[config.mk]
export PLATFORM = sky130hd
export DESIGN_NAME = stage_sequencer
export DESIGN_NICKNAME = d
export VERILOG_FILES = /design/src/rtl/stage_sequencer.sv
export SDC_FILE = /design/constraint.sdc
export NUM_CORES = 1
export LEC_CHECK = 0
export ABC_CLOCK_PERIOD_IN_PS = 4200
export CAP_MARGIN = 20
export CORE_UTILIZATION = 51
export CTS_BUF_LIST = sky130_fd_sc_hd__clkbuf_8 sky130_fd_sc_hd__clkbuf_16
export CTS_CLUSTER_DIAMETER = 60
export DETAILED_ROUTE_END_ITERATION = 8
export GPL_TIMING_DRIVEN = 0
export HOLD_SLACK_MARGIN = 0.05
export PLACE_DENSITY = 0.84
export SLEW_MARGIN = 20
export SYNTH_ARGS = -nofsm -noshare
export SYNTH_HDL_FRONTEND = slang
export SYNTH_SLANG_ARGS = --single-unit
[constraint.sdc]
create_clock -name clk -period 4.2 [get_ports clk]
set_input_delay 0.84 -clock clk [delete_from_list [all_inputs] [get_ports clk]]
set_output_delay 0.84 -clock clk [all_outputs]
set_load 0.02 [all_outputs]
[src/rtl/stage_sequencer.sv]
// ----------------------------------------------------------------------------
// stage_sequencer
//   Loads a program into an external program memory through a valid/ready
//   stream, then steps a simple FETCH -> DECODE -> EXECUTE processor cycle.
//   A reload request that is still high when an EXECUTE is left returns the
//   block to loading. The block counts completed EXECUTE cycles and remembers
//   the length of the last completed program load.
// ----------------------------------------------------------------------------
module stage_sequencer #(
   parameter int ADDR_W = 8,
   parameter int DATA_W = 12
) (
   input  logic              clk,
   input  logic              rst,
   input  logic              load_valid,
   input  logic [DATA_W-1:0] load_data,
   input  logic              load_last,
   output logic              load_ready,
   input  logic              run_en,
   input  logic              reload,
   output logic [1:0]        stage,
   output logic              pm_we,
   output logic [ADDR_W-1:0] pm_addr,
   output logic [DATA_W-1:0] pm_wdata,
   output logic [ADDR_W:0]   prog_len,
   output logic [15:0]       exec_count
);

   // Sequencer states; both load states report stage 00.
   typedef enum logic [2:0] {
      ST_LOAD_ACCEPT = 3'd0,
      ST_LOAD_FLUSH  = 3'd1,
      ST_FETCH       = 3'd2,
      ST_DECODE      = 3'd3,
      ST_EXECUTE     = 3'd4
   } state_t;

   // Externally visible stage encodings.
   localparam logic [1:0] STAGE_LOAD    = 2'b00;
   localparam logic [1:0] STAGE_FETCH   = 2'b01;
   localparam logic [1:0] STAGE_DECODE  = 2'b10;
   localparam logic [1:0] STAGE_EXECUTE = 2'b11;

   // Pointer value of the last memory location; a transfer here fills memory.
   localparam logic [ADDR_W:0] LAST_ADDR = {1'b0, {ADDR_W{1'b1}}};
   localparam logic [15:0]     EXEC_MAX  = 16'hFFFF;

   // Map an internal state onto the two-bit stage code.
   function automatic logic [1:0] stage_of(input state_t st);
      logic [1:0] code;
      case (st)
         ST_LOAD_ACCEPT: code = STAGE_LOAD;
         ST_LOAD_FLUSH:  code = STAGE_LOAD;
         ST_FETCH:       code = STAGE_FETCH;
         ST_DECODE:      code = STAGE_DECODE;
         ST_EXECUTE:     code = STAGE_EXECUTE;
         default:        code = STAGE_LOAD;
      endcase
      return code;
   endfunction

   // Registered state and outputs.
   state_t              state_r;
   logic [1:0]          stage_r;
   logic [ADDR_W:0]     wr_ptr_r;
   logic                pm_we_r;
   logic [ADDR_W-1:0]   pm_addr_r;
   logic [DATA_W-1:0]   pm_wdata_r;
   logic [ADDR_W:0]     prog_len_r;
   logic [15:0]         exec_count_r;

   // Combinational control.
   state_t              state_next_s;
   logic                load_ready_s;
   logic                xfer_s;
   logic                full_s;
   logic                last_xfer_s;
   logic                leave_exec_s;
   logic                reload_take_s;

   // Handshake decode: ready depends only on state (and reset), never on valid.
   always_comb begin
      load_ready_s = 1'b0;
      if ((state_r == ST_LOAD_ACCEPT) && !rst) begin
         load_ready_s = 1'b1;
      end else begin
         load_ready_s = 1'b0;
      end
      xfer_s      = load_valid && load_ready_s;
      full_s      = (wr_ptr_r == LAST_ADDR);
      last_xfer_s = xfer_s && (load_last || full_s);
   end

   // Next-state logic; also flags the cycle in which EXECUTE is left.
   always_comb begin
      state_next_s  = state_r;
      leave_exec_s  = 1'b0;
      reload_take_s = 1'b0;
      case (state_r)
         ST_LOAD_ACCEPT: begin
            if (last_xfer_s) begin
               state_next_s = ST_LOAD_FLUSH;
            end else begin
               state_next_s = ST_LOAD_ACCEPT;
            end
         end
         ST_LOAD_FLUSH: begin
            state_next_s = ST_FETCH;
         end
         ST_FETCH: begin
            if (run_en) begin
               state_next_s = ST_DECODE;
            end else begin
               state_next_s = ST_FETCH;
            end
         end
         ST_DECODE: begin
            if (run_en) begin
               state_next_s = ST_EXECUTE;
            end else begin
               state_next_s = ST_DECODE;
            end
         end
         ST_EXECUTE: begin
            if (run_en) begin
               leave_exec_s = 1'b1;
               if (reload) begin
                  reload_take_s = 1'b1;
                  state_next_s  = ST_LOAD_ACCEPT;
               end else begin
                  state_next_s  = ST_FETCH;
               end
            end else begin
               state_next_s = ST_EXECUTE;
            end
         end
         default: begin
            state_next_s = ST_LOAD_ACCEPT;
         end
      endcase
   end

   // State register with the stage code registered alongside it.
   always_ff @(posedge clk) begin
      if (rst) begin
         state_r <= ST_LOAD_ACCEPT;
         stage_r <= STAGE_LOAD;
      end else begin
         state_r <= state_next_s;
         stage_r <= stage_of(state_next_s);
      end
   end

   // Write pointer: advances per transfer, restarts at 0 on a reload.
   always_ff @(posedge clk) begin
      if (rst) begin
         wr_ptr_r <= '0;
      end else if (xfer_s) begin
         wr_ptr_r <= wr_ptr_r + {{ADDR_W{1'b0}}, 1'b1};
      end else if (reload_take_s) begin
         wr_ptr_r <= '0;
      end else begin
         wr_ptr_r <= wr_ptr_r;
      end
   end

   // Program memory write port, one cycle behind the accepted transfer.
   always_ff @(posedge clk) begin
      if (rst) begin
         pm_we_r    <= 1'b0;
         pm_addr_r  <= '0;
         pm_wdata_r <= '0;
      end else begin
         pm_we_r <= xfer_s;
         if (xfer_s) begin
            pm_addr_r  <= wr_ptr_r[ADDR_W-1:0];
            pm_wdata_r <= load_data;
         end else begin
            pm_addr_r  <= pm_addr_r;
            pm_wdata_r <= pm_wdata_r;
         end
      end
   end

   // Program length: captured once the final write of a load is issued.
   always_ff @(posedge clk) begin
      if (rst) begin
         prog_len_r <= '0;
      end else if (state_r == ST_LOAD_FLUSH) begin
         prog_len_r <= wr_ptr_r;
      end else begin
         prog_len_r <= prog_len_r;
      end
   end

   // Saturating count of completed EXECUTE cycles since the last load.
   always_ff @(posedge clk) begin
      if (rst) begin
         exec_count_r <= '0;
      end else if (state_r == ST_LOAD_FLUSH) begin
         exec_count_r <= '0;
      end else if (leave_exec_s && (exec_count_r != EXEC_MAX)) begin
         exec_count_r <= exec_count_r + 16'd1;
      end else begin
         exec_count_r <= exec_count_r;
      end
   end

   assign load_ready = load_ready_s;
   assign stage      = stage_r;
   assign pm_we      = pm_we_r;
   assign pm_addr    = pm_addr_r;
   assign pm_wdata   = pm_wdata_r;
   assign prog_len   = prog_len_r;
   assign exec_count = exec_count_r;

endmodule

### After elaboration in Yosys (flattened, before gate mapping)

Index checks and enable logic that the tools add are counted.
Widths: inputs -> output; s select.

* add/sub/neg operators: 2
* eq/ne operators: 9
* muxes and demuxes: 15
* reductions and logical operators: 9

Operator list (number)
* $mux 9: 2
* $add 16x1->16 const B: 1
* $ne 16x16->1 const B: 1
* $pmux 3 s5: 1
* $eq 3x2->1 const B: 4
* $add 9x1->9 const B: 1
* $eq 9x8->1 const B: 1
* $mux 1: 8
* $eq 3x3->1 const B: 2
* $mux 3: 2
* $pmux 2 s3: 1
* $logic_and 1x1->1: 4
* $eq 3x1->1 const B: 1
* $logic_not 3->1: 1
* $mux 2: 1
* $reduce_bool 2->1: 1
* $reduce_or 2->1: 1
* $logic_not 1->1: 1
* $logic_or 1x1->1: 1

* register bits after elaboration: 60
* output and inout bits: 49
* word-level logic and storage cells: 43

### Logic depth before layout (Yosys ltp)

* depth after elaboration: 9
* depth in mapped cells: 9
* gate-level depth less buffers: 9

### Worst setup path after synthesis

Ideal clock, no wire load.

* kind: input port to flip-flop
* from: input rst
* to: register wr_ptr_r[4]
* setup time: 0.086 ns
* data arrival time: 2.375 ns
* data required time: 4.114 ns
* path slack: 1.739 ns
* stages: 7
* buffers on the path: 2
* path through: clkbuf_1 > nor4_2 > nand2_1 > inv_1 > buf_2 > a21oi_1 > a211oi_1

* longest elaborated chain between the ends: 5
* elaborated cells between the ends (all ways): 6
* classes of those cells: mux: 2; reduce/logical: 4

Ends and longest elaborated chain
* start, declared: RTL line 14 `input logic rst,`
* $logic_not 1->1 (*): RTL line 84 `if ((state_r == ST_LOAD_ACCEPT) && !rst) begin`
* $logic_and 1x1->1 (*): RTL line 84
* $mux 1 (*): RTL line 84
* named net load_ready: RTL line 18 `output logic load_ready,`
* $logic_and 1x1->1 (*): RTL line 89 `xfer_s = load_valid && load_ready_s;`
* $mux 9 or $reduce_bool 2->1 (tied branches)
* end signal, assigned: RTL line 159 `wr_ptr_r <= wr_ptr_r + {{ADDR_W{1'b0}}, 1'b1};`
* end signal, assigned: RTL line 163 `wr_ptr_r <= wr_ptr_r;`
* end, declared: RTL line 65 `logic [ADDR_W:0] wr_ptr_r;`

Mark *: on every way through the listed nets, which the timed path passes. The rest lies on a longest branch.
A chain may end at the register's enable or synchronous reset.

### Worst setup path after layout

* from: input rst
* to: output load_ready

* longest elaborated chain between the ends: 3

Ends and longest elaborated chain (RTL line)
* $logic_not 1->1: 84
* $logic_and 1x1->1: 84
* $mux 1: 84
* end, declared: 18

No other way between the ends.

==> flow_summary.yaml <==
final_layout:
  diodes: 0
  final_util_pct: 72.87
  drive_above_1_share_pct: 6.383
  nets: 392
  area_growth_pct: 37.69
sta:
  period_share_pct: 72.56
  skew_ns: 0.009897
  finalHoldViolCount: 0
  relSlewSlack_pct: 35.33
  setup_violations: 0
  fin_crit_ns: 3.048
  maxSlewViolCount: 0
  rsz0062_at_grt: "no"
  tightest_slew_ns: 0.9613
  setup_tns_ns: 0
  max_freq_mhz: 328.1
worst_setup_path:
  critPathLaunchType: "input port"
  crit_type: "input port to primary output"
  crit_arrival_ns: 2.21
  cp-end-kind: "primary output"
  cp.required_ns: 3.36
  cp_max_fo: 10
route:
  routedWlPerCell_um: 14.53
  viasPerCell: 5.682
  dr_wl_met2_mm: 3.142
  first_pass_iters: 4
  drtIter0Drc: 224
  wl_met1_mm: 2.825
  vias: 2517
  postRouteAntennaNets: 0
  met3_length_um: 335
  top_layer_used: "met4"
  route.detailed.drc: 0
  drt-total-wl_mm: 6.435
clocking:
  post-cts-setup-buffer-count: 0
  clock-sinks: 60
  root_buffer: "clkbuf_8"
  htree_levels: 3
  cts_tree: "done"
  ctsResizeCount: 0
  clk_latency_ns: 0.35
  cts_made_buffers: 9
  cts.path.max_buffers: 2
  holdBufCountCts: 0
  path_clk_slew_ns: 0.07
grt:
  grt_remaining_overflow: 0
  grt_use_total_pct: 25.50
  grt_pass1_vias: 2137
  grt_max_degree: 12
  antenna_found_initial: 0
  grt_pass1_wl_mm: 10.21
power_and_ir_drop:
  peakVddDrop_mv: 0.2201
  power.density_nw_per_um2: 352.6
  p_leak_nw: 1.140
place:
  portBuffers: 65
  dpl.hpwl_mm: 4.242
  gp_congestion: 0.8625
yosys:
  netlist_instances: 295
  synth_fp_nets: 316
  synth_top_cell_area_share_pct: 48.05
  syn_area_per_cell_sq_um: 8.474
  yosysSeqAreaShare_pct: 48.05
  yosysTopAreaCell: "dfxtp_1"
  yosysWarnings: 0
  ys_ff_latch: 60
  ys_types: 42
  synth_area_sq_um: 2500
  synth.area.top_cells: "dfxtp_1, a21oi_1, nand2_1, mux2i_1, nor2_1"
floorplan:
  ios: 67
  initial_core_util_pct: 52.93
  num_rows: 25
  core-area_sq_um: 4723
  die_y_um: 72.01
  fp.dieW_um: 72.01
  dieArea_sq_um: 5185
hold_path:
  hold_class: "register to register"
status:
  status: "finished clean"
run:
  maxCapViolCount: 0
==> cells in the final DEF (no fill, tap or decap), drive strengths merged, types with 2 or more instances in the layout <==
cell type and count:
a22oi 2, nand3 10, clkinv 3, buf 4, clkinvlp 2, mux2i 10, a21oi 44, nand2 50
o21ai 5, nor2 20, nand4 6, o31ai 6, clkdlybuf4s50 65, and3 7, ha 3, a31oi 3
and4b 2, or3 6, a211oi 7, inv 7, nor4 4, o211ai 3, or4 6, or2 2
clkbuf 22, dfxtp 60
==> routing by layer <==
layer	global-route usage, %	vias to the layer above
met5	0	-
met4	12.85	0
met3	4.444	12
met2	40.46	103
met1	33.60	1181
li1	-	1221
==> cell usage after synthesis <==
| cell | number |
|---|---|
| a211oi_1 | 7 |
| a21boi_0 | 1 |
| a21oi_1 | 44 |
| a22oi_1 | 2 |
| a2bb2oi_1 | 1 |
| a31oi_1 | 3 |
| a32oi_1 | 1 |
| and2_1 | 1 |
| and3_1 | 7 |
| and4_1 | 1 |
| and4b_1 | 2 |
| buf_1 | 1 |
| buf_2 | 3 |
| clkbuf_1 | 11 |
| clkbuf_2 | 1 |
| dfxtp_1 | 60 |
| ha_1 | 3 |
| inv_1 | 7 |
| mux2i_1 | 10 |
| nand2_1 | 50 |
| nand3_1 | 10 |
| nand3b_1 | 1 |
| nand4_1 | 6 |
| nand4bb_1 | 1 |
| nor2_1 | 20 |
| nor2b_1 | 1 |
| nor3_1 | 1 |
| nor3b_1 | 1 |
| nor4_1 | 3 |
| nor4_2 | 1 |
| nor4bb_1 | 1 |
| o211ai_1 | 3 |
| o21a_1 | 1 |
| o21ai_0 | 5 |
| o311ai_0 | 1 |
| o31ai_1 | 6 |
| o32ai_1 | 1 |
| o41ai_1 | 1 |
| or2_2 | 2 |
| or3_1 | 6 |
| or4_1 | 6 |
| xor2_1 | 1 |
==> registers in the layout, indices dropped and copies added, names as in the netlist <==
register	count
pm_addr	8
prog_len	9
wr_ptr_r	9
pm_we	1
exec_count	16
state_r	3
pm_wdata	12
stage	2
==> kinds of logic (layout without fill, tap and decap cells) <==
kind of cell	Yosys count	after routing	share of synthesized area, %
simple gates	121	121	24.12
xor+xnor	1	1	0.3504
fa+ha+maj	3	3	1.502
flops	60	60	48.05
compound gates	77	77	18.32
buf+inv	23	104	3.653
mux	10	10	4.004
==> worst max-delay path, stage by stage <==
cell and delay, ns:
clkbuf_1 0.22, nor4_2 0.44, clkdlybuf4s50_1 0.70
==> path summary, 6_finish.rpt <==
check | startpoint | slack (ns) | endpoint | depth (start not counted)
setup / recovery | rst | 1.15 | load_ready | 3
hold / removal | pm_wdata[11]$_SDFFE_PP0P_ | 0.45 | pm_wdata[11]$_SDFFE_PP0P_ | 2
setup reg to reg | state_r[1]$_SDFF_PP0_ | 1.97 | exec_count[9]$_SDFFE_PP0P_ | 5
hold reg to reg | pm_wdata[11]$_SDFFE_PP0P_ | 0.45 | pm_wdata[11]$_SDFFE_PP0P_ | 2
==> cell type report <==
class | instances | area [sq um]
fillers | 380 | 1281
multi-input cells | 212 | 1214
flip-flops and latches | 60 | 1201
repair buffers | 65 | 650.6
clock buffers | 10 | 137.6
well taps | 67 | 83.83
plain buffers | 16 | 65.06
clock inverters | 6 | 63.81
inverters | 7 | 26.28
==> power by group <==
group / total, mW / internal, mW / switching, mW
Combinational: 0.0993 / 0.0437 / 0.0556
Sequential: 0.585 / 0.579 / 0.00623
Clock: 0.529 / 0.289 / 0.241
==> per-stage QoR <==
| stage | area (sq um) | setup slack, ns | total power, mW | hold slack (ns) | instances |
|---|---|---|---|---|---|
| floorplan | 2500 | 1.739 | 0.6498 | 0.4619 | 295 |
| global placement | 3234 | 1.154 | 0.6943 | 0.4405 | 427 |
| detailed placement | 3234 | 1.178 | 0.6962 | 0.4453 | 427 |
| CTS | 3436 | 1.150 | 1.217 | 0.4545 | 443 |
| global route | 3442 | 1.091 | 1.247 | 0.4751 | 443 |
| finish | 3442 | 1.152 | 1.214 | 0.4534 | 443 |
Power figures use the tool's default switching activity.
